--- src/rtl/operand_queue.sv ---
// Circular 8-bit operand queue fed by the calculator ALU.
// Presents the two oldest entries as the ALU operand bus; sticky error state.
module operand_queue #(
  parameter int         DEPTH          = 16,
  parameter logic [1:0] Q_PUSH         = 2'b00,
  parameter logic [1:0] Q_SLEEP        = 2'b01,
  parameter logic [1:0] Q_POP          = 2'b11,
  parameter logic [1:0] Q_GET_AND_PUSH = 2'b10,
  localparam int        PW             = $clog2(DEPTH),
  localparam int        CW             = PW + 1
) (
  input  logic          clk,
  input  logic          rst,
  input  logic          op_valid,
  output logic          op_ready,
  input  logic [1:0]    queue_op,
  input  logic [7:0]    push_val,
  input  logic          calc_err,
  input  logic          err_clr,
  output logic [15:0]   operands,
  output logic          operands_valid,
  output logic [7:0]    pop_data,
  output logic          pop_valid,
  output logic [CW-1:0] count,
  output logic          full,
  output logic          empty,
  output logic          err,
  output logic [1:0]    err_code
);

  localparam logic S_RUN   = 1'b0;
  localparam logic S_ERROR = 1'b1;

  localparam logic [1:0] E_NONE = 2'b00;
  localparam logic [1:0] E_OVF  = 2'b01;
  localparam logic [1:0] E_UDF  = 2'b10;
  localparam logic [1:0] E_CALC = 2'b11;

  localparam logic [CW-1:0] FULL_CNT = CW'(DEPTH);

  logic [7:0]    mem_q [DEPTH];
  logic [PW-1:0] head_q, head_d;
  logic [PW-1:0] tail_q, tail_d;
  logic [CW-1:0] count_q, count_d;
  logic          state_q, state_d;
  logic [1:0]    err_code_q, err_code_d;
  logic [7:0]    pop_data_q, pop_data_d;
  logic          pop_valid_q, pop_valid_d;
  logic          we;
  logic [1:0]    code;
  logic [PW-1:0] head_nx;

  assign head_nx        = head_q + PW'(1);
  assign count          = count_q;
  assign full           = (count_q == FULL_CNT);
  assign empty          = (count_q == '0);
  assign operands_valid = (count_q >= CW'(2));
  assign op_ready       = (state_q == S_RUN);
  assign err            = (state_q == S_ERROR);
  assign err_code       = err_code_q;
  assign pop_data       = pop_data_q;
  assign pop_valid      = pop_valid_q;

  // Slots at or beyond the occupancy hold stale data and read as zero.
  assign operands[7:0]  = empty ? 8'h00 : mem_q[head_q];
  assign operands[15:8] = operands_valid ? mem_q[head_nx] : 8'h00;

  always_comb begin
    head_d      = head_q;
    tail_d      = tail_q;
    count_d     = count_q;
    state_d     = state_q;
    err_code_d  = err_code_q;
    pop_data_d  = pop_data_q;
    pop_valid_d = 1'b0;
    we          = 1'b0;
    code        = E_NONE;
    case (state_q)
      S_RUN: begin
        if (op_valid) begin
          if (calc_err) begin
            code = E_CALC;
          end else begin
            case (queue_op)
              Q_PUSH: begin
                if (full) begin
                  code = E_OVF;
                end else begin
                  we      = 1'b1;
                  tail_d  = tail_q + PW'(1);
                  count_d = count_q + CW'(1);
                end
              end
              Q_POP: begin
                if (empty) begin
                  code = E_UDF;
                end else begin
                  pop_data_d  = mem_q[head_q];
                  pop_valid_d = 1'b1;
                  head_d      = head_nx;
                  count_d     = count_q - CW'(1);
                end
              end
              // Net occupancy change is -1, so a full queue cannot overflow.
              Q_GET_AND_PUSH: begin
                if (!operands_valid) begin
                  code = E_UDF;
                end else begin
                  we      = 1'b1;
                  head_d  = head_q + PW'(2);
                  tail_d  = tail_q + PW'(1);
                  count_d = count_q - CW'(1);
                end
              end
              default: ;
            endcase
          end
          if (code != E_NONE) begin
            state_d    = S_ERROR;
            err_code_d = code;
          end
        end
      end
      S_ERROR: begin
        if (err_clr) begin
          state_d    = S_RUN;
          err_code_d = E_NONE;
        end
      end
      default: state_d = S_RUN;
    endcase
  end

  always_ff @(posedge clk or posedge rst) begin
    if (rst) begin
      head_q      <= '0;
      tail_q      <= '0;
      count_q     <= '0;
      state_q     <= S_RUN;
      err_code_q  <= E_NONE;
      pop_data_q  <= 8'h00;
      pop_valid_q <= 1'b0;
    end else begin
      head_q      <= head_d;
      tail_q      <= tail_d;
      count_q     <= count_d;
      state_q     <= state_d;
      err_code_q  <= err_code_d;
      pop_data_q  <= pop_data_d;
      pop_valid_q <= pop_valid_d;
    end
  end

  always_ff @(posedge clk) begin
    if (we) mem_q[tail_q] <= push_val;
  end

endmodule
--- config.mk ---
export PLATFORM = sky130hd
export DESIGN_NAME = operand_queue
export DESIGN_NICKNAME = d
export VERILOG_FILES = /design/src/rtl/operand_queue.sv
export SDC_FILE = /design/constraint.sdc
export NUM_CORES = 1
export LEC_CHECK = 0
export ABC_AREA = 1
export CAP_MARGIN = 0
export CORE_ASPECT_RATIO = 0.7
export CORE_MARGIN = 3
export CORE_UTILIZATION = 50
export CTS_CLUSTER_DIAMETER = 200
export DETAILED_ROUTE_END_ITERATION = 10
export GPL_ROUTABILITY_DRIVEN = 0
export PLACE_DENSITY_LB_ADDON = 0.15
export SETUP_SLACK_MARGIN = 0.15
export SYNTH_ARGS = -nofsm -noshare
export SYNTH_HDL_FRONTEND = slang
export SYNTH_SLANG_ARGS = --single-unit
export TNS_END_PERCENT = 10
--- constraint.sdc ---
create_clock -name clk -period 4.8 [get_ports clk]
set_clock_uncertainty 0.05 [all_clocks]
set_input_delay 0.48 -clock clk [delete_from_list [all_inputs] [get_ports clk]]
set_output_delay 0.48 -clock clk [all_outputs]
set_load 0.05 [all_outputs]
==> run metrics, run 1 <==
first-pass GRT wire length approximately 36000 microns; Critical Path End Type primary output; setup TNS 0 ns; Detail Placement HPWL about 16000 microns; I/O pins 52; Max Cap Viol 0; Gate Count Post-Synth 982; post-cts sizing count 0; layout cells sized above 1 0.07595; P_leak 4.126 nW; Peak VDD IR between 0.6 and 0.7 mV; DIE HEIGHT 114.0 microns; sequential cell area around 4500 sq um; top cells by count, synth nand2_1 (290), nand3_1 (201), inv_1 (144); vias in the first global route roughly 6k; CTS max path bufs 2; GR Util All Layers 0.2636; Total Wirelength 23660 microns; total power roughly 7.3 mW; Startpoint Class flip-flop; status completed; Setup Buffers After CTS 0; CORE AREA 15880 sq um; drt drc 0; Filler Cell Count 1411; crit path DAT 3.51 ns; Site Rows 38; WP data required 4.27 ns; Tcrit/Tclk final 0.8417; Pins Over Slew Limit 0; r2r setup slk about 2.1 ns; most common cell in the synthesized netlist nand2_1; grt ovf 0; Netlist cell types 33; setup slack at placement between 1 and 1.5 ns; CTS tree done; largest net degree at the start of global routing 65; die footprint 18280 sq um; Final WS setup 0.7597 ns; Worst-Margin Slew 1.312 ns; placed cell count 1214; RSZ-0062 raised after global routing false; Avg WL per Cell 18.97 microns; DP Area between 8000 and 9000 sq um; share of the synthesized area in the top cell type 0.4613; internal power 3.477 mW; R2R Path End mem_q[7][7]; Top FF cell, synth edfxtp_1; Net Count, Synth 1007; Hold WC Path Type reg -> reg; diodes inserted 0; sequential share of power 0.241; Nets 1039; Hold Vio Cnt, Final 0; sequential share of the synthesized area 0.5363; final setup vio count 0; max_slew headroom 0.1189; fmax 247.5 MHz; number of flops mapped to enable cells by yosys 128; combinational share of power 0.583; Chip Width roughly 160 microns; Routed Antenna Nets 0; CTS H-tree depth 4; Ys Warns 0; Worst Hold Launch pop_data[4]; initial antenna violation count 0; hold depth 2; Final min period between 4 and 5 ns; later-pin clock latency in the skew report about 0.43 ns; FF+latch count, synth between 150 and 200; switching pwr 3.805 mW; Iter 0 DRT Violations between 1k and 1.5k; multi-input combinational cell area 2984 sq um; pwr dens about 770 nW/um^2; PortBufs 51; Worst-path clk slew 0.06 ns; Synth area leaders edfxtp_1 (46%), nand2_1 (13%), nand3_1 (12%), dfrtp_1 (7.5%), inv_1 (6.5%); Yosys top cell by area edfxtp_1; peak fanout along the critical path 21; Area Overhead vs Synth 13.83%; Mapped Area between 8000 and 9000 sq um; drt via density 5.540; Clock Power Share 0.175; Design Area, Final 9485 sq um; Switching Share 0.5225; sink of the worst hold path pop_data[4]; WHS 0.4361 ns; Avg Synthesized Cell Area roughly 8.5 sq um; final core utilization 0.5973; Crit Reg-Reg Startpoint err; final non-filler cell total 1247; Starting Density 0.5247; number of buffers created by CTS 17; R2R cell count 5; CTS sink count 153; classification of the worst setup path reg -> out; routed vias 6908; async set-reset flop share out of synthesis 0.1634; hold-fix buffers at CTS 0; Clock Root Buffer clkbuf_16; drt first pass iters 8
kinds of logic (layout without fill, tap and decap cells):
| logic type | count (synthesis) | in the layout | share of synthesized area |
|---|---|---|---|
| xor gates and xnor gates | 8 | 8 | 0.01021 |
| adders and majority gates | 10 | 10 | 0.01592 |
| buffers and inverters | 205 | 250 | 0.1062 |
| and+or+nand+nor | 531 | 531 | 0.2782 |
| DFF | 153 | 153 | 0.5363 |
| AOI/OAI and AO/OA | 75 | 75 | 0.05315 |
per-layer routing:
metal | track usage | wire length [microns]
met2 | 0.3657 | 9759
met3 | 0.06860 | 3159
met4 | 0.06994 | 428
met1 | 0.4082 | 10310
met5 | 0 | 0
state kept, by name, indices dropped and copies added (netlist names):
signal,cells
pop_data,8
err,1
count,5
pop_valid,1
tail_q,4
err_code,2
head_q,4
mem_q,128
layout by cell type (no fill, tap or decap), drive strengths merged:
cell type,count
a21oi,28
buf,24
clkbuf,20
clkdlybuf4s50,43
clkinv,5
clkinvlp,3
dfrtp,25
edfxtp,128
fa,1
ha,9
inv,155
nand2,294
nand3,201
nand3b,3
nand4,3
nor2,13
nor3,16
o211ai,24
o21ai,23
or2,1
xnor2,4
xor2,4
power by group through the flow:
| stage | combinational [mW] | sequential [mW] | clock, mW |
|---|---|---|---|
| 6_report | 4.25 | 1.76 | 1.28 |
| 5_1_grt | 4.53 | 1.78 | 1.35 |
| 4_1_cts | 4.17 | 1.75 | 1.29 |
| 3_5_place_dp | 4.15 | 1.78 | 0 |
| 3_3_place_gp | 4.13 | 1.78 | 0 |
| 2_1_floorplan | 2.85 | 1.87 | 0 |
worst max-delay path, cell delays in order, from the launching register on:
cell	delay, ns
dfrtp_1	0.97
inv_1	0.59
nand3_1	0.23
nand3_1	0.13
a21oi_1	0.30
clkdlybuf4s50_1	0.87
area by class of cell:
cell class | instances | area share
sequential | 153 | 0.4716
multi-input combinational | 624 | 0.3146
timing repair buffer | 68 | 0.06648
inverter | 150 | 0.05962
clock buffer | 19 | 0.04670
tap | 220 | 0.02902
clock inverter | 13 | 0.01200
how the worst max path moves through the flow:
| stage | endpoint | from | slack, ns |
|---|---|---|---|
| 2_1_floorplan | operands[15] | head_q[1] | 2.12 |
| 4_1_cts | operands[6] | head_q[2] | 0.87 |
| 3_5_place_dp | mem_q[11][0] | queue_op[1] | 1.31 |
| 3_3_place_gp | operands[6] | head_q[2] | 1.28 |
| 6_report | operands[6] | head_q[2] | 0.76 |
| 5_1_grt | operands[6] | head_q[0] | 0.71 |
Power figures use the tool's default switching activity.
==> run 2, diff against run 1 <==
==> constraint.sdc (replaced) <==
create_clock -name clk -period 4.1 [get_ports clk]
set_clock_uncertainty 0.05 [all_clocks]
set_input_delay 0.41 -clock clk [delete_from_list [all_inputs] [get_ports clk]]
set_output_delay 0.41 -clock clk [all_outputs]
set_load 0.05 [all_outputs]
==> run metrics, run 2 (synthesized netlist as in run 1, its figures left out) <==
WP buf/inv 3 (+1); RSZ-0062 raised after global routing false; Detail Placement HPWL 15960 microns (+1.5%); setup slack at placement 0.9523 ns (-0.3585 ns); Worst-path clk slew 0.06 ns (about the same); Clock Root Buffer clkbuf_16; CP most frequent cell nand2_1; most frequent cells in the layout nand2_1 (290), nand3_1 (201), inv_1 (144); commonest non-fill, non-tap cell in the layout nand2_1; largest net degree at the start of global routing 80 (+23%); Avg WL per Cell 18.87 microns (-0.54%); Worst path max stage delay 0.71 ns (-0.26 ns); max reg flops 128 (unchanged); grt ovf 0 (unchanged); die footprint 18280 sq um (unchanged); placed cell count 1221 (+0.58%); Area Overhead vs Synth 14.89%; largest reg by FF count mem_q; Total Wirelength 23640 microns (about the same); Max Cap Viol 0 (unchanged); hold-fix buffers at CTS 0 (unchanged); number of buffers created by CTS 17 (unchanged); status completed; drt via density 5.533 (-0.12%); pwr dens 899.7 nW/um^2 (+17%); setup TNS 0 ns (unchanged); Critical Path End Type primary output; Chip Width 160.3 microns (unchanged); peak fanout along the critical path 79 (+280%); fmax 290.8 MHz; routed vias 6933 (+0.36%); CORE AREA 15880 sq um (unchanged); Nets 1045 (+0.58%); Site Rows 38 (unchanged); Final min period 3.439 ns; PortBufs 51 (unchanged); Crit-path slowest cell dfrtp_4; drt first pass iters 10 (+2); vias in the first global route 6203 (+1.0%); layout cells sized above 1 0.08712 (+0.01118); CTS H-tree depth 4 (unchanged); Hold Vio Cnt, Final 0 (unchanged); GR Util All Layers 0.2630 (-0.0006054); Pins Over Slew Limit 0 (unchanged); final setup vio count 0 (unchanged); Starting Density 0.5247 (unchanged); Hold WC Path Type reg -> reg; CTS sink count 153 (unchanged); CP top delay family buffers and inverters; Iter 0 DRT Violations 908 (-26%); later-pin clock latency in the skew report 0.43 ns (about the same); crit path DAT 2.98 ns (-0.53 ns); Startpoint Class flip-flop; final non-filler cell total 1253 (+0.48%); post-cts sizing count 0 (unchanged); CTS tree done; Final WS setup 0.6612 ns (-0.09858 ns); CP Cell Sequence buf_4 > nand2_1 > nand2_1 > nand2_1 > inv_2 > nand3_1 > a21oi_1 > buf_4; Worst-Margin Slew 1.052 ns (-0.2591 ns); Setup Buffers After CTS 0 (unchanged); DIE HEIGHT 114.0 microns (unchanged); WHS 0.4337 ns (-0.002456 ns); diodes inserted 0 (unchanged); max_slew headroom 0.2930 (+0.1741); drt drc 0 (unchanged); Tcrit/Tclk final 0.8387; classification of the worst setup path reg -> out; initial antenna violation count 0 (unchanged); Routed Antenna Nets 0 (unchanged); CTS max path bufs 2 (unchanged); Peak VDD IR 0.6756 mV (-1.4%); first-pass GRT wire length 35960 microns (-0.78%); P_leak 4.199 nW (+1.8%); I/O pins 52 (unchanged); WP data required 3.64 ns (-0.63 ns)
run 2: cell types whose count changed in the layout (fill, tap and decap cells not counted), moves of 2 or more:
cell	change
buf_4	+15
clkinv_1	+2
inv_8	-3
clkdlybuf4s50_1	-8
bufinv_16	+4
run 2: worst min-delay path, cell delays in order, from the launching register on:
cell and delay [ns]:
dfrtp_1 0.35, nand2_1 0.06, nand2_1 0.05
run 2: path summary, 6_finish.rpt:
| path | from | endpoint | slack, ns | cells after the start |
|---|---|---|---|---|
| max | head_q[0] | operands[8] | 0.66 | 8 |
| min | pop_data[1] | pop_data[1] | 0.43 | 2 |
| max reg2reg | count[1] | mem_q[13][3] | 1.61 | 6 |
| min reg2reg | pop_data[1] | pop_data[1] | 0.43 | 2 |
| max in group asynchronous | rst | head_q[0] | 2.74 | 2 |
| min in group asynchronous | rst | pop_valid | 0.48 | 2 |
run 2: area by class of cell:
type | count | area (sq um)
Tap cell | 220 | 275.3
Multi-Input combinational cell | 624 | 2979
Fill cell | 1412 | 6306
Sequential cell | 153 | 4473
Clock inverter | 15 | 200.2
Inverter | 150 | 565.5
Timing Repair Buffer | 74 | 655.6
Clock buffer | 17 | 425.4
run 2: per-stage QoR:
step                      power (mW)  area, sq um    util
after floorplan                5.523         8333       -
after global placement         6.849         8949  0.5635
after detailed placement       6.862         8949  0.5635
after CTS                      8.552         9574  0.6029
after global routing           9.045         9574  0.6029
final                          8.614         9574  0.6029
run 2: per-layer routing:
| metal | part of all wire | vias up | GRT usage |
|---|---|---|---|
| met5 | 0 | - | 0 |
| met4 | 0.023 | 0 | 0.08150 |
| met3 | 0.11 | 37 | 0.08639 |
| met2 | 0.39 | 389 | 0.3490 |
| met1 | 0.47 | 3205 | 0.4043 |
| li1 | - | 3302 | - |
run 2: report_power, final:
| part | internal, mW | switching (mW) |
|---|---|---|
| Combinational | 1.43 | 3.48 |
| Clock | 1.02 | 0.651 |
| Sequential | 1.82 | 0.223 |
